==> src/rtl/rv_mem_pkg.sv <==
// ---------------------------------------------------------------------------
// rv_mem_pkg
//   Shared types and defaults for the data-memory store buffer.
//   - store_entry_t : one buffered word store {addr, data}
//   - drain_state_t : drain FSM states (IDLE, REQ)
//   - SB_DEPTH_DEFAULT / SB_ADDR_W / SB_DATA_W : default geometry.
//     The entry struct is sized from SB_ADDR_W / SB_DATA_W, so the store
//     buffer's ADDR_W / DATA_W parameters must match these.
//   - word_match() : word-granular address compare (ignores addr[1:0])
// ---------------------------------------------------------------------------
package rv_mem_pkg;

  localparam int SB_DEPTH_DEFAULT = 4;
  localparam int SB_ADDR_W        = 32;
  localparam int SB_DATA_W        = 32;

  typedef struct packed {
    logic [SB_ADDR_W-1:0] addr;
    logic [SB_DATA_W-1:0] data;
  } store_entry_t;

  typedef enum logic {
    IDLE = 1'b0,
    REQ  = 1'b1
  } drain_state_t;

  function automatic logic word_match(input logic [SB_ADDR_W-1:0] a,
                                      input logic [SB_ADDR_W-1:0] b);
    return a[SB_ADDR_W-1:2] == b[SB_ADDR_W-1:2];
  endfunction

endpackage

==> src/rtl/sb_fifo.sv <==
// ---------------------------------------------------------------------------
// sb_fifo
//   Circular storage for the store buffer: entry array, read/write pointers
//   and occupancy count. The caller guarantees push only when there is room
//   (or a pop on the same edge) and pop only when non-empty.
//   Ports:
//     clk, reset     : clock, asynchronous active-low reset
//     push, push_entry : write push_entry at wr_ptr on this edge
//     pop            : retire the head entry on this edge
//     head, head_next: entries at rd_ptr and rd_ptr+1
//     entries        : whole storage array (for load forwarding)
//     rd_ptr, count  : head index and number of occupied entries
// ---------------------------------------------------------------------------
module sb_fifo
  import rv_mem_pkg::*;
#(
  parameter int DEPTH = SB_DEPTH_DEFAULT,
  localparam int PTR_W = $clog2(DEPTH),
  localparam int CNT_W = $clog2(DEPTH + 1)
) (
  input  logic               clk,
  input  logic               reset,
  input  logic               push,
  input  store_entry_t       push_entry,
  input  logic               pop,
  output store_entry_t       head,
  output store_entry_t       head_next,
  output store_entry_t       entries [DEPTH],
  output logic [PTR_W-1:0]   rd_ptr,
  output logic [CNT_W-1:0]   count
);

  store_entry_t     mem [DEPTH];
  logic [PTR_W-1:0] wr_ptr;

  // NOTE: storage is deliberately not reset; count alone says which slots
  // are valid, so clearing the array would only cost reset fan-out.
  always_ff @(posedge clk) begin
    if (push) mem[wr_ptr] <= push_entry;
  end

  // NOTE: all sequential state uses non-blocking assignment so every
  // register samples pre-edge values regardless of evaluation order.
  always_ff @(posedge clk or negedge reset) begin
    if (!reset) begin
      wr_ptr <= '0;
      rd_ptr <= '0;
      count  <= '0;
    end else begin
      // DEPTH is a power of two, so pointer overflow is the modulo wrap.
      if (push) wr_ptr <= wr_ptr + PTR_W'(1);
      if (pop)  rd_ptr <= rd_ptr + PTR_W'(1);
      count <= count + CNT_W'(push) - CNT_W'(pop);
    end
  end

  assign head      = mem[rd_ptr];
  assign head_next = mem[rd_ptr + PTR_W'(1)];
  assign entries   = mem;

endmodule

==> src/rtl/store_buffer.sv <==
// ---------------------------------------------------------------------------
// store_buffer
//   Write buffer between the core data port and a slower memory bus.
//   Accepts one store per cycle (no back-pressure; stores that find the
//   buffer full are dropped and latch 'overflow'), drains entries in order
//   over a req/gnt handshake, and optionally forwards pending store data to
//   loads.
//   Build option: define STORE_FWD_EN to enable load forwarding; otherwise
//   ld_data is mem_rdata and no address comparators exist.
//   Ports:
//     clk, reset                  : clock, asynchronous active-low reset
//     st_valid, st_addr, st_data  : store from the core
//     ld_addr, mem_rdata, ld_data : load address, raw memory data, result
//     bus_req, bus_addr, bus_wdata, bus_gnt : drain handshake
//     full, empty, overflow, count: status
// ---------------------------------------------------------------------------
module store_buffer
  import rv_mem_pkg::*;
#(
  parameter int DEPTH  = SB_DEPTH_DEFAULT,
  parameter int ADDR_W = SB_ADDR_W,
  parameter int DATA_W = SB_DATA_W,
  localparam int PTR_W = $clog2(DEPTH),
  localparam int CNT_W = $clog2(DEPTH + 1)
) (
  input  logic              clk,
  input  logic              reset,
  input  logic              st_valid,
  input  logic [ADDR_W-1:0] st_addr,
  input  logic [DATA_W-1:0] st_data,
  input  logic [ADDR_W-1:0] ld_addr,
  input  logic [DATA_W-1:0] mem_rdata,
  output logic [DATA_W-1:0] ld_data,
  output logic              bus_req,
  output logic [ADDR_W-1:0] bus_addr,
  output logic [DATA_W-1:0] bus_wdata,
  input  logic              bus_gnt,
  output logic              full,
  output logic              empty,
  output logic              overflow,
  output logic [CNT_W-1:0]  count
);

  drain_state_t     state_q, state_d;
  store_entry_t     head, head_next, load_entry;
  store_entry_t     entries [DEPTH];
  store_entry_t     push_entry;
  logic [PTR_W-1:0] rd_ptr;
  logic             push, pop, load_bus;

  assign full  = (count == CNT_W'(DEPTH));
  assign empty = (count == '0);

  // A full buffer still accepts a store when the head retires on the same
  // edge: the new entry lands in the slot being freed (wr_ptr == rd_ptr).
  assign push       = st_valid && (!full || pop);
  assign push_entry = '{addr: st_addr, data: st_data};

  sb_fifo #(.DEPTH(DEPTH)) u_fifo (
    .clk        (clk),
    .reset      (reset),
    .push       (push),
    .push_entry (push_entry),
    .pop        (pop),
    .head       (head),
    .head_next  (head_next),
    .entries    (entries),
    .rd_ptr     (rd_ptr),
    .count      (count)
  );

  // NOTE: every always_comb output gets a default first so no path can
  // leave it unassigned and infer a latch.
  always_comb begin
    state_d    = state_q;
    load_bus   = 1'b0;
    load_entry = head;
    pop        = 1'b0;
    unique case (state_q)
      IDLE: begin
        if (count != '0) begin
          load_bus = 1'b1;
          state_d  = REQ;
        end
      end
      REQ: begin
        if (bus_gnt) begin
          pop = 1'b1;
          // Entry behind the one just granted goes straight onto the bus.
          if (count > CNT_W'(1)) begin
            load_bus   = 1'b1;
            load_entry = head_next;
          end else begin
            state_d = IDLE;
          end
        end
      end
      default: state_d = IDLE;
    endcase
  end

  always_ff @(posedge clk or negedge reset) begin
    if (!reset) begin
      state_q   <= IDLE;
      bus_addr  <= '0;
      bus_wdata <= '0;
      overflow  <= 1'b0;
    end else begin
      state_q <= state_d;
      if (load_bus) begin
        bus_addr  <= load_entry.addr;
        bus_wdata <= load_entry.data;
      end
      if (st_valid && !push) overflow <= 1'b1;
    end
  end

  // Decoded straight from the state flop, so reset drops it asynchronously.
  assign bus_req = (state_q == REQ);

`ifdef STORE_FWD_EN
  // Walk entries oldest to youngest; the last match wins, i.e. the youngest.
  always_comb begin
    logic [PTR_W-1:0] idx;
    idx     = '0;
    ld_data = mem_rdata;
    for (int i = 0; i < DEPTH; i++) begin
      idx = rd_ptr + PTR_W'(i);
      if ((CNT_W'(i) < count) && word_match(entries[idx].addr, ld_addr))
        ld_data = entries[idx].data;
    end
  end
`else
  assign ld_data = mem_rdata;

  logic fwd_unused;
  always_comb begin
    fwd_unused = ^{ld_addr, rd_ptr};
    for (int i = 0; i < DEPTH; i++) fwd_unused = fwd_unused ^ (^entries[i]);
  end
`endif

endmodule

==> config.mk <==
export PLATFORM = sky130hd
export DESIGN_NAME = store_buffer
export DESIGN_NICKNAME = d
export VERILOG_FILES = /design/src/rtl/rv_mem_pkg.sv /design/src/rtl/sb_fifo.sv /design/src/rtl/store_buffer.sv
export SDC_FILE = /design/constraint.sdc
export NUM_CORES = 1
export LEC_CHECK = 0
export ABC_AREA = 1
export BUFFER_PORTS_ARGS = -buffer_cell sky130_fd_sc_hd__buf_2
export CORE_UTILIZATION = 59
export DETAILED_ROUTE_END_ITERATION = 10
export GPL_ROUTABILITY_DRIVEN = 0
export GPL_TIMING_DRIVEN = 0
export PLACE_DENSITY = 0.85
export SLEW_MARGIN = 20
export SYNTH_ARGS = -nofsm -noshare
export SYNTH_HDL_FRONTEND = slang
export SYNTH_HIERARCHICAL = 1
export SYNTH_SLANG_ARGS = --single-unit
==> constraint.sdc <==
create_clock -name clk -period 3.7 [get_ports clk]
set_input_delay 0.74 -clock clk [delete_from_list [all_inputs] [get_ports clk]]
set_output_delay 0.74 -clock clk [all_outputs]
set_load 0.05 [all_outputs]
* Yosys cells after proc, flatten, opt, wreduce, memory -nomap -nowiden
Cells that the tools add are included.
Storage, ports and cells: input port bits 132, flip-flop bits (word level) 329, logic and storage cells 57, output and inout bits 103
Operators by class: mux-type cells 20, reductions and logical operators 8, add/sub/neg operators 4, bitwise logic cells 4, equality and inequality tests 1, magnitude comparators 5
Operator list (number):
- $mux W64 | 8
- $bmux W64 S2 | 2
- $bwmux W256 | 1
- $demux W64 S2 | 1
- $ge A3 B3 Y1 const B | 3
- $not A2 Y3 | 3
- $mux W1 | 6
- $add A2 B1 Y2 const B | 2
- $pmux W1 S2 | 2
- $add A3 B1 Y3 | 1
- $eq A3 B3 Y1 const B | 1
- $gt A3 B1 Y1 const B | 1
- $logic_and A1 B1 Y1 | 3
- $logic_not A3 Y1 | 1
- $lt A3 B1 Y1 const B | 1
- $reduce_bool A3 Y1 | 1
- $sub A3 B1 Y3 | 1
- $logic_not A1 Y1 | 2
- $logic_or A1 B1 Y1 | 1
- $not A1 Y1 | 1

* Depth between registers and ports, before layout
Gate-level depths: netlist (run 1).
depth after elaboration 8, gate-level depth with buffers 13, depth with buffers taken out 12

* Modules after synthesis
Netlist (run 1), hierarchy kept.
Modules (own cells, without submodules):
- sb_fifo | instances 1, cells an instance 1668, sequential area each 7862.5 um^2, area an instance 13699.4 um^2
- store_buffer | instances 1, cells an instance 543, sequential area each 1651.6 um^2, area an instance 4127.7 um^2

* Worst setup path after synthesis (run 1)
No wires, ideal clock.
path kind register -> register, start register u_fifo.count[2], end register u_fifo.mem (netlist bit u_fifo/entries[0]) (enable), slack 3 ps, buffers on the path 1, data required time 3158 ps, cell stages (with the launch flop) 9, library setup time 542 ps, data arrival time 3155 ps, clock period less this slack 3697 ps, cell sequence dfrtp_1 -> inv_1 -> nor3_1 -> nand2_1 -> nand2_1 -> inv_1 -> clkbuf_1 -> nand2_1 -> inv_1
Between the ends: cells in the longest elaborated chain, start to end 4
Ends and longest elaborated chain:
- start: declaration | RTL line sb_fifo.sv:30 | output logic [CNT_W-1:0] count
- start signal: assignment | RTL line sb_fifo.sv:53 | count <= count + CNT_W'(push) - CNT_W'(pop);
- $eq A3 B3 Y1 | RTL line store_buffer.sv:51 | assign full = (count == CNT_W'(DEPTH));
- named net full | RTL line store_buffer.sv:38 | output logic full,
- $logic_not A1 Y1 | RTL line store_buffer.sv:56 | assign push = st_valid && (!full || pop);
- $logic_or A1 B1 Y1 | RTL line store_buffer.sv:56
- $logic_and A1 B1 Y1 | RTL line store_buffer.sv:56
- named net push | RTL line store_buffer.sv:49 | logic push, pop, load_bus;
- end signal: indexed assignment | RTL line sb_fifo.sv:39 | if (push) mem[wr_ptr] <= push_entry;
- end: declaration | RTL line sb_fifo.sv:33 | store_entry_t mem [DEPTH];
The timed path passes the listed nets, and every way through them passes these cells. A chain may end at the register's enable or synchronous reset.

* Final worst setup path (run 1)
start register u_fifo.count[2], end register u_fifo.mem (netlist bit u_fifo/entries[186]) (enable)
Between the ends: cells in the longest elaborated chain, start to end 4
Ends and longest elaborated chain (RTL line):
- $eq A3 B3 Y1 | store_buffer.sv:51
- $logic_not A1 Y1 | store_buffer.sv:56
- $logic_or A1 B1 Y1 | store_buffer.sv:56
- $logic_and A1 B1 Y1 | store_buffer.sv:56
- named net push | store_buffer.sv:49
The timed path passes the listed nets, and every way through them passes these cells.

==> summary.txt, run 1 <==
Critical path
  • Worst Setup Path Type: register to register
  • CP max-delay cell: inv_4
  • R2R Setup Slk: 1.29 ns
  • Worst reg2reg path depth: 9
  • CP peak stage delay: ~0.52 ns
  • Reg2reg start: u_fifo/count[2]$_DFF_PN0_
  • Worst path top cell family by delay: buffers and inverters
  • Critical path launch point type: register
  • Critical path arrival: 2.61 ns
  • CP Capture Type: register
  • CP Buf/Inv Count: 5
  • Crit Path Max Fanout: 39
  • Levels on crit path: 9
  • Critical path launch point: u_fifo/count[2]$_DFF_PN0_
  • CP most frequent cell: nand2_1
  • Setup crit end: u_fifo/entries[186]$_DFFE_PP_
  • Crit path cell chain: inv_1 > nor3_1 > nand2_1 > nand2_1 > inv_1 > clkbuf_1 > nand2_1 > inv_4 > buf_12
  • Critical path required time: 3.90 ns
  • Reg-to-reg critical path endpoint: u_fifo/entries[186]$_DFFE_PP_

Synth
  • Syn Std Cell Area: approximately 18,000 sq um
  • Yosys warning count: 6
  • Syn Area/Cell: 8.06 sq um
  • Mapped Cells: 2,211
  • Sequential element share of the synthesized area: 0.534
  • Distinct cells, synth: 26
  • #FFs+latches synth: 329
  • Syn Nets: 2,350

Drt
  • 1st-iter DRT viols: 1,927
  • Number of remaining DRC errors: 1
  • Drt wl/cell: 17.2 microns
  • Vias/cell: 5.53
  • Vias: between 15,000 and 20,000
  • Drt pass-1 iters: 11
  • Final wirelength: 49,000 microns
  • Routed Antenna Nets: 0

STA
  • Fin. Hold Viols: 0
  • Unrepaired setup endpoints after global routing: false
  • Final Max Tran Viols: 0
  • Tcrit/Tclk final: 0.652
  • Worst-Margin Slew: 0.679 ns
  • F_max: 414 MHz
  • Setup violators final: 0
  • Rel. slew slack: 0.547
  • Final period demand of the worst path: 2.41 ns
  • Clock skew: 0.0143 ns

Global route
  • Initial antenna violation count: 3
  • Met2 Track Usage GR: 0.519
  • Largest net degree at the start of global routing: 45
  • GRT Total Usage: 0.314
  • Global route overflow: 0
  • Met3 Track Usage GR: 0.0446
  • Global-route wire length before repair: 75,100 microns
  • Vias in the first global route: 15,083
  • Met1 Track Usage GR: 0.390
  • Grt peak-use layer: met2

Layout
  • Layout net count: 2,563
  • Most frequent cells in the layout: 1,112 x nand2_1, 268 x inv_1, 258 x nand3_1, 256 x edfxtp_1, 222 x buf_2
  • P&R area growth vs syn: 14.8%
  • Most common cell after layout, fill and taps aside: nand2_1
  • Filler instances: 2,218
  • Core Util, Final: 0.689
  • Sequential Area: 9510 sq um
  • Area occupied by multi-input gates: around 6000 sq um
  • Ratio of cells with drive above 1 in the final layout: 0.184

Clock tree
  • H-tree Lvls: 2
  • Maximum clock path buffer count: 3
  • Clock Pin Slew Worst Setup and Hold Paths: 0.06 ns
  • Post_cts resized: 0
  • Clk_lat worst skew: 0.52 ns
  • CTS Sinks: 329
  • CTS tree: done
  • Total CTS buffers: 36
  • Post-CTS setup buffers: 0
  • Hold-fix buffers, CTS: 0
  • Root buffer cell: clkbuf_16

Power
  • Clock share of power: 0.182
  • Cell-internal power: 10.3 mW
  • Leakage: 10.8 nW
  • Power, Total: 19.5 mW
  • Pwr dens: 954 nW/um^2
  • Maximum vdd drop: 0.000625 V
  • Sw frac: 0.472
  • Combinational Power Share: 0.537
  • Register share of total power: 0.280
  • Switch Pwr: between 9 and 10 mW

Placed design
  • PortBufs: 170
  • DP HPWL: approximately 32,000 microns

Floorplanning
  • Area of the core: 29,700 sq um
  • Die height: 176 microns
  • Die ar.: 30,900 sq um
  • I/O pin count: 235
  • Initial core utilization: 0.600
  • Rows: 63
  • Chip width: approximately 180 microns

Outcome
  • Status: finished with violations
  • Failing checks: DRC

Flow run
  • Maxcap violations: 0

Worst hold path
  • Hold Crit Class: input port to async pin
==> routing by layer <==
layer,vias to the layer above,wire (microns)
met1,7062,17400
met3,252,5590
met4,0,2450
li1,7214,-
met5,-,0
met2,1185,23500
==> synthesized netlist by cell type (all sizes together) <==
cell type,instances,share of area
clkinv,1,0.00028
inv,275,0.058
nand2,1174,0.26
fa,1,0.0011
o21ai,2,0.00056
or2,1,0.00035
clkbuf,2,0.00042
o21bai,1,0.00042
ha,6,0.0042
nand3b,1,0.00042
xor2,2,0.00098
nand3,258,0.072
edfxtp,256,0.43
dfrtp,73,0.10
nor3,1,0.00028
nor2,1,0.00021
buf,156,0.070
==> worst min-delay path by stage <==
stage | start | end | cells after the start
3_5_place_dp | overflow$_DFFE_PN0P_ | overflow$_DFFE_PN0P_ | 1
6_report | reset | bus_addr[13]$_DFFE_PN0P_ | 1
3_3_place_gp | overflow$_DFFE_PN0P_ | overflow$_DFFE_PN0P_ | 1
2_1_floorplan | reset | bus_addr[0]$_DFFE_PN0P_ | 0
4_1_cts | reset | bus_addr[13]$_DFFE_PN0P_ | 1
5_1_grt | reset | bus_addr[13]$_DFFE_PN0P_ | 1
==> power groups by stage <==
stage | clock network, mW | registers, mW | logic, mW
floorplan | 0 | 6.71 | 6.22
global placement | 0 | 5.55 | 9.86
detailed placement | 0 | 5.53 | 10.2
CTS | 3.59 | 5.47 | 10.3
global route | 3.73 | 5.58 | 11.3
finish | 3.56 | 5.48 | 10.5
==> cells by family after synthesis <==
family,Yosys count,synth area share
flip-flops,329,0.534
AND/OR/NAND/NOR,1436,0.330
AO/OA/AOI/OAI,3,0.000983
buffers and inverters,434,0.129
adder cells (fa/ha/maj),7,0.00533
XOR/XNOR,2,0.000983
==> state kept, by name (all words and copies together), names as in the netlist <==
signal,flops
bus_addr,32
bus_req,1
bus_wdata,32
overflow,1
u_fifo/count,3
u_fifo/entries,256
u_fifo/rd_ptr,2
u_fifo/wr_ptr,2
==> cell type report <==
class | instances | share of cell area
clock buffers | 47 | 0.0481
plain buffers | 158 | 0.0616
diodes | 3 | 0.000367
well taps | 390 | 0.0238
clock inverters | 17 | 0.00886
repair buffers | 175 | 0.0473
flip-flops and latches | 329 | 0.465
inverters | 276 | 0.0514
multi-input cells | 1448 | 0.294
==> per-stage QoR <==
| step | worst slack, ns | instances | hold WS [ns] | setup TNS (ns) | area [sq um] |
|---|---|---|---|---|---|
| finish | 1.29 | 2843 | 0.163 | 0 | 20500 |
| global route | 1.18 | 2843 | 0.199 | 0 | 20500 |
| floorplan | 0.00270 | 2211 | 0.444 | 0 | 17800 |
| CTS | 1.31 | 2840 | 0.188 | 0 | 20500 |
| global placement | -0.511 | 2771 | 0.455 | -121.78 | 19200 |
| detailed placement | 1.03 | 2776 | 0.458 | 0 | 19300 |
No activity file was read; power rests on OpenSTA's default activity.
==> run 2, diff against run 1 <==
==> constraint.sdc (replaced) <==
create_clock -name clk -period 2.5 [get_ports clk]
set_input_delay 0.5 -clock clk [delete_from_list [all_inputs] [get_ports clk]]
set_output_delay 0.5 -clock clk [all_outputs]
set_load 0.05 [all_outputs]
==> run 2 against run 1 <==
Effect of this change:
- the flow now finishes without violations
- final area up 0.60%
- core utilization up 0.41 points
- via count down 0.27%
- die area unchanged
- cell count up 0.21%
- worst setup slack worse by 1.2 ns
- fmax up 1.2%
- hold slack better by 0.025 ns
- critical path depth down 1
- sequential share of layout area down 0.26 points
- count of clock-buffer cells in the layout up 5
- critical path type unchanged
- critical endpoint is now u_fifo/entries[73]$_DFFE_PP_
- largest power group unchanged
==> summary.txt, run 2 (synthesized netlist as in run 1, its figures left out) <==
Power
  • Maximum vdd drop: 0.000913 V (+46%)
  • Leakage: 10.8 nW (+0.15%)
  • Pwr dens: 1410 nW/um^2 (+48%)
  • Power, Total: 29.0 mW (+48%)

STA
  • Setup ws final: 0.115 ns (-1.17 ns)
  • Unrepaired setup endpoints after global routing: false
  • Setup TNS: 0 ns (unchanged)
  • Rel. slew slack: 0.502 (-0.0453)
  • F_max: 419 MHz (+1.2%)
  • Setup violators final: 0 (unchanged)
  • Fin Hold WS: 0.188 ns (+0.0252 ns)
  • Fin. Hold Viols: 0 (unchanged)
  • Worst-Margin Slew: 0.745 ns (+0.0663 ns)
  • Final Max Tran Viols: 0 (unchanged)
  • Tcrit/Tclk final: 0.954 (+0.301)
  • Clock skew: 0.00783 ns (-0.00647 ns)
  • Final period demand of the worst path: 2.38 ns (-0.0293 ns)

Layout
  • Ratio of cells with drive above 1 in the final layout: 0.191 (+0.00737)
  • Cell area after layout: 20,600 sq um (+0.60%)
  • Most common cell after layout, fill and taps aside: nand2_1
  • Filler instances: 2,189 (-1.3%)
  • Core Util, Final: 0.693 (+0.00413)
  • Most frequent cells in the layout: 1,108 x nand2_1, 267 x inv_1, 258 x nand3_1, 256 x edfxtp_1, 222 x buf_2
  • Layout net count: 2,568 (+0.20%)
  • P&R area growth vs syn: 15.5%
  • Final non-filler cell total: 2,849 (+0.21%)
  • Max reg flops: 256 (unchanged)

Worst hold path
  • Hold_sp: st_data[17]
  • WHS Endpoint: u_fifo/entries[209]$_DFFE_PP_
  • Hold depth: 1
  • Hold Crit Class: input port to register

Global route
  • Initial antenna violation count: 4 (+1)
  • Met1 Track Usage GR: 0.387 (-0.00292)
  • Global-route wire length before repair: 76,100 microns (+1.3%)
  • Global route overflow: 0 (unchanged)
  • Met2 Track Usage GR: 0.538 (+0.0188)
  • Grt peak-use layer: met2
  • GRT Total Usage: 0.319 (+0.00502)
  • Vias in the first global route: 15,343 (+1.7%)
  • Met3 Track Usage GR: 0.0519 (+0.00736)
  • Largest net degree at the start of global routing: 38 (-16%)

Clock tree
  • Clock Pin Slew Worst Setup and Hold Paths: 0.06 ns (about the same)
  • Post_cts resized: 0 (unchanged)
  • CTS Sinks: 329 (unchanged)
  • CTS tree: done
  • Maximum clock path buffer count: 3 (unchanged)
  • Total CTS buffers: 36 (unchanged)
  • Clk_lat worst skew: 0.52 ns (about the same)
  • H-tree Lvls: 2 (unchanged)
  • Post-CTS setup buffers: 0 (unchanged)
  • Root buffer cell: clkbuf_16
  • Hold-fix buffers, CTS: 1 (+1)

Placed design
  • Post-Place Cells: 2,780 (+0.14%)
  • Pre-CTS WS: 0.106 ns (-0.924 ns)
  • PortBufs: 170 (unchanged)
  • DP HPWL: 32,600 microns (+3.2%)
  • DP Area: 19,400 sq um (+0.62%)

Flow run
  • Maxcap violations: 0 (unchanged)

Floorplanning
  • Die height: 176 microns (unchanged)
  • Rows: 63 (unchanged)
  • Area of the core: 29,700 sq um (unchanged)
  • Die ar.: 30,900 sq um (unchanged)
  • Initial core utilization: 0.600 (unchanged)
  • I/O pin count: 235 (unchanged)
  • Chip width: 176 microns (unchanged)

Drt
  • Vias/cell: 5.50 (-0.48%)
  • 1st-iter DRT viols: 1,687 (-12%)
  • Vias: 15,670 (-0.27%)
  • Routed Antenna Nets: 0 (unchanged)
  • Number of remaining DRC errors: 0 (-1)
  • Drt wl/cell: 17.3 microns (+0.53%)
  • Drt pass-1 iters: 7 (-4)
  • Final wirelength: 49,300 microns (+0.74%)

Outcome
  • Status: finished clean

Critical path
  • R2R Setup Slk: 0.12 ns (-1.17 ns)
  • Critical path arrival: 2.64 ns (+0.03 ns)
  • CP peak stage delay: 0.60 ns (+0.08 ns)
  • Reg-to-reg critical path endpoint: u_fifo/entries[73]$_DFFE_PP_
  • Crit Path Max Fanout: 25 (-36%)
  • CP most frequent cell: nand2_1
  • CP Capture Type: register
  • Reg2reg start: u_fifo/count[1]$_DFF_PN0_
  • Worst reg2reg path depth: 8 (-1)
  • CP max-delay cell: clkinvlp_4
  • Worst Setup Path Type: register to register
  • Crit path cell chain: nor3_4 > nand2_1 > nand2_1 > inv_1 > clkbuf_8 > nand2_2 > clkinvlp_4 > buf_12
  • Critical path launch point type: register
  • Critical path required time: 2.75 ns (-1.15 ns)
==> run 2: worst max path at each step <==
stage	startpoint	to	slack, ns	cells past startpoint
floorplan	u_fifo/count[2]$_DFF_PN0_	u_fifo/entries[100]$_DFFE_PP_	-0.39	8
global placement	bus_gnt	u_fifo/entries[136]$_DFFE_PP_	-0.72	8
detailed placement	bus_gnt	u_fifo/entries[72]$_DFFE_PP_	0.11	9
CTS	u_fifo/count[1]$_DFF_PN0_	u_fifo/entries[73]$_DFFE_PP_	0.13	8
global route	u_fifo/count[1]$_DFF_PN0_	u_fifo/entries[72]$_DFFE_PP_	0.02	8
finish	u_fifo/count[1]$_DFF_PN0_	u_fifo/entries[73]$_DFFE_PP_	0.12	8
==> run 2: routing by layer <==
layer	up-vias	part of all wire
met5	-	0
met4	0	0.056
met3	249	0.11
met2	1093	0.48
met1	7119	0.36
li1	7209	-
==> run 2: critical path, delay by kind of cell, from the launching register on <==
family,cells,cell delay (ns)
buf+inv,4,1.22
flops,1,0.45
simple gates,4,0.43
==> run 2: cell type report <==
type,count,area (sq um),area share
timing repair buffer,180,1050,0.0510
clock inverter,12,124,0.00602
inverter,276,1060,0.0514
sequential,329,9520,0.462
multi-input combinational,1448,6040,0.293
buffer,158,1270,0.0617
tap,390,488,0.0237
clock buffer,52,1030,0.0501
antenna,4,10.0,0.000486
==> run 2: where the power goes <==
part	switching, mW	total, mW	internal [mW]	leakage, nW
clock network	2.11	5.19	3.08	0.556
logic	11.0	15.7	4.74	7.04
registers	0.666	8.10	7.44	3.25
total	13.7	29.0	15.3	10.8
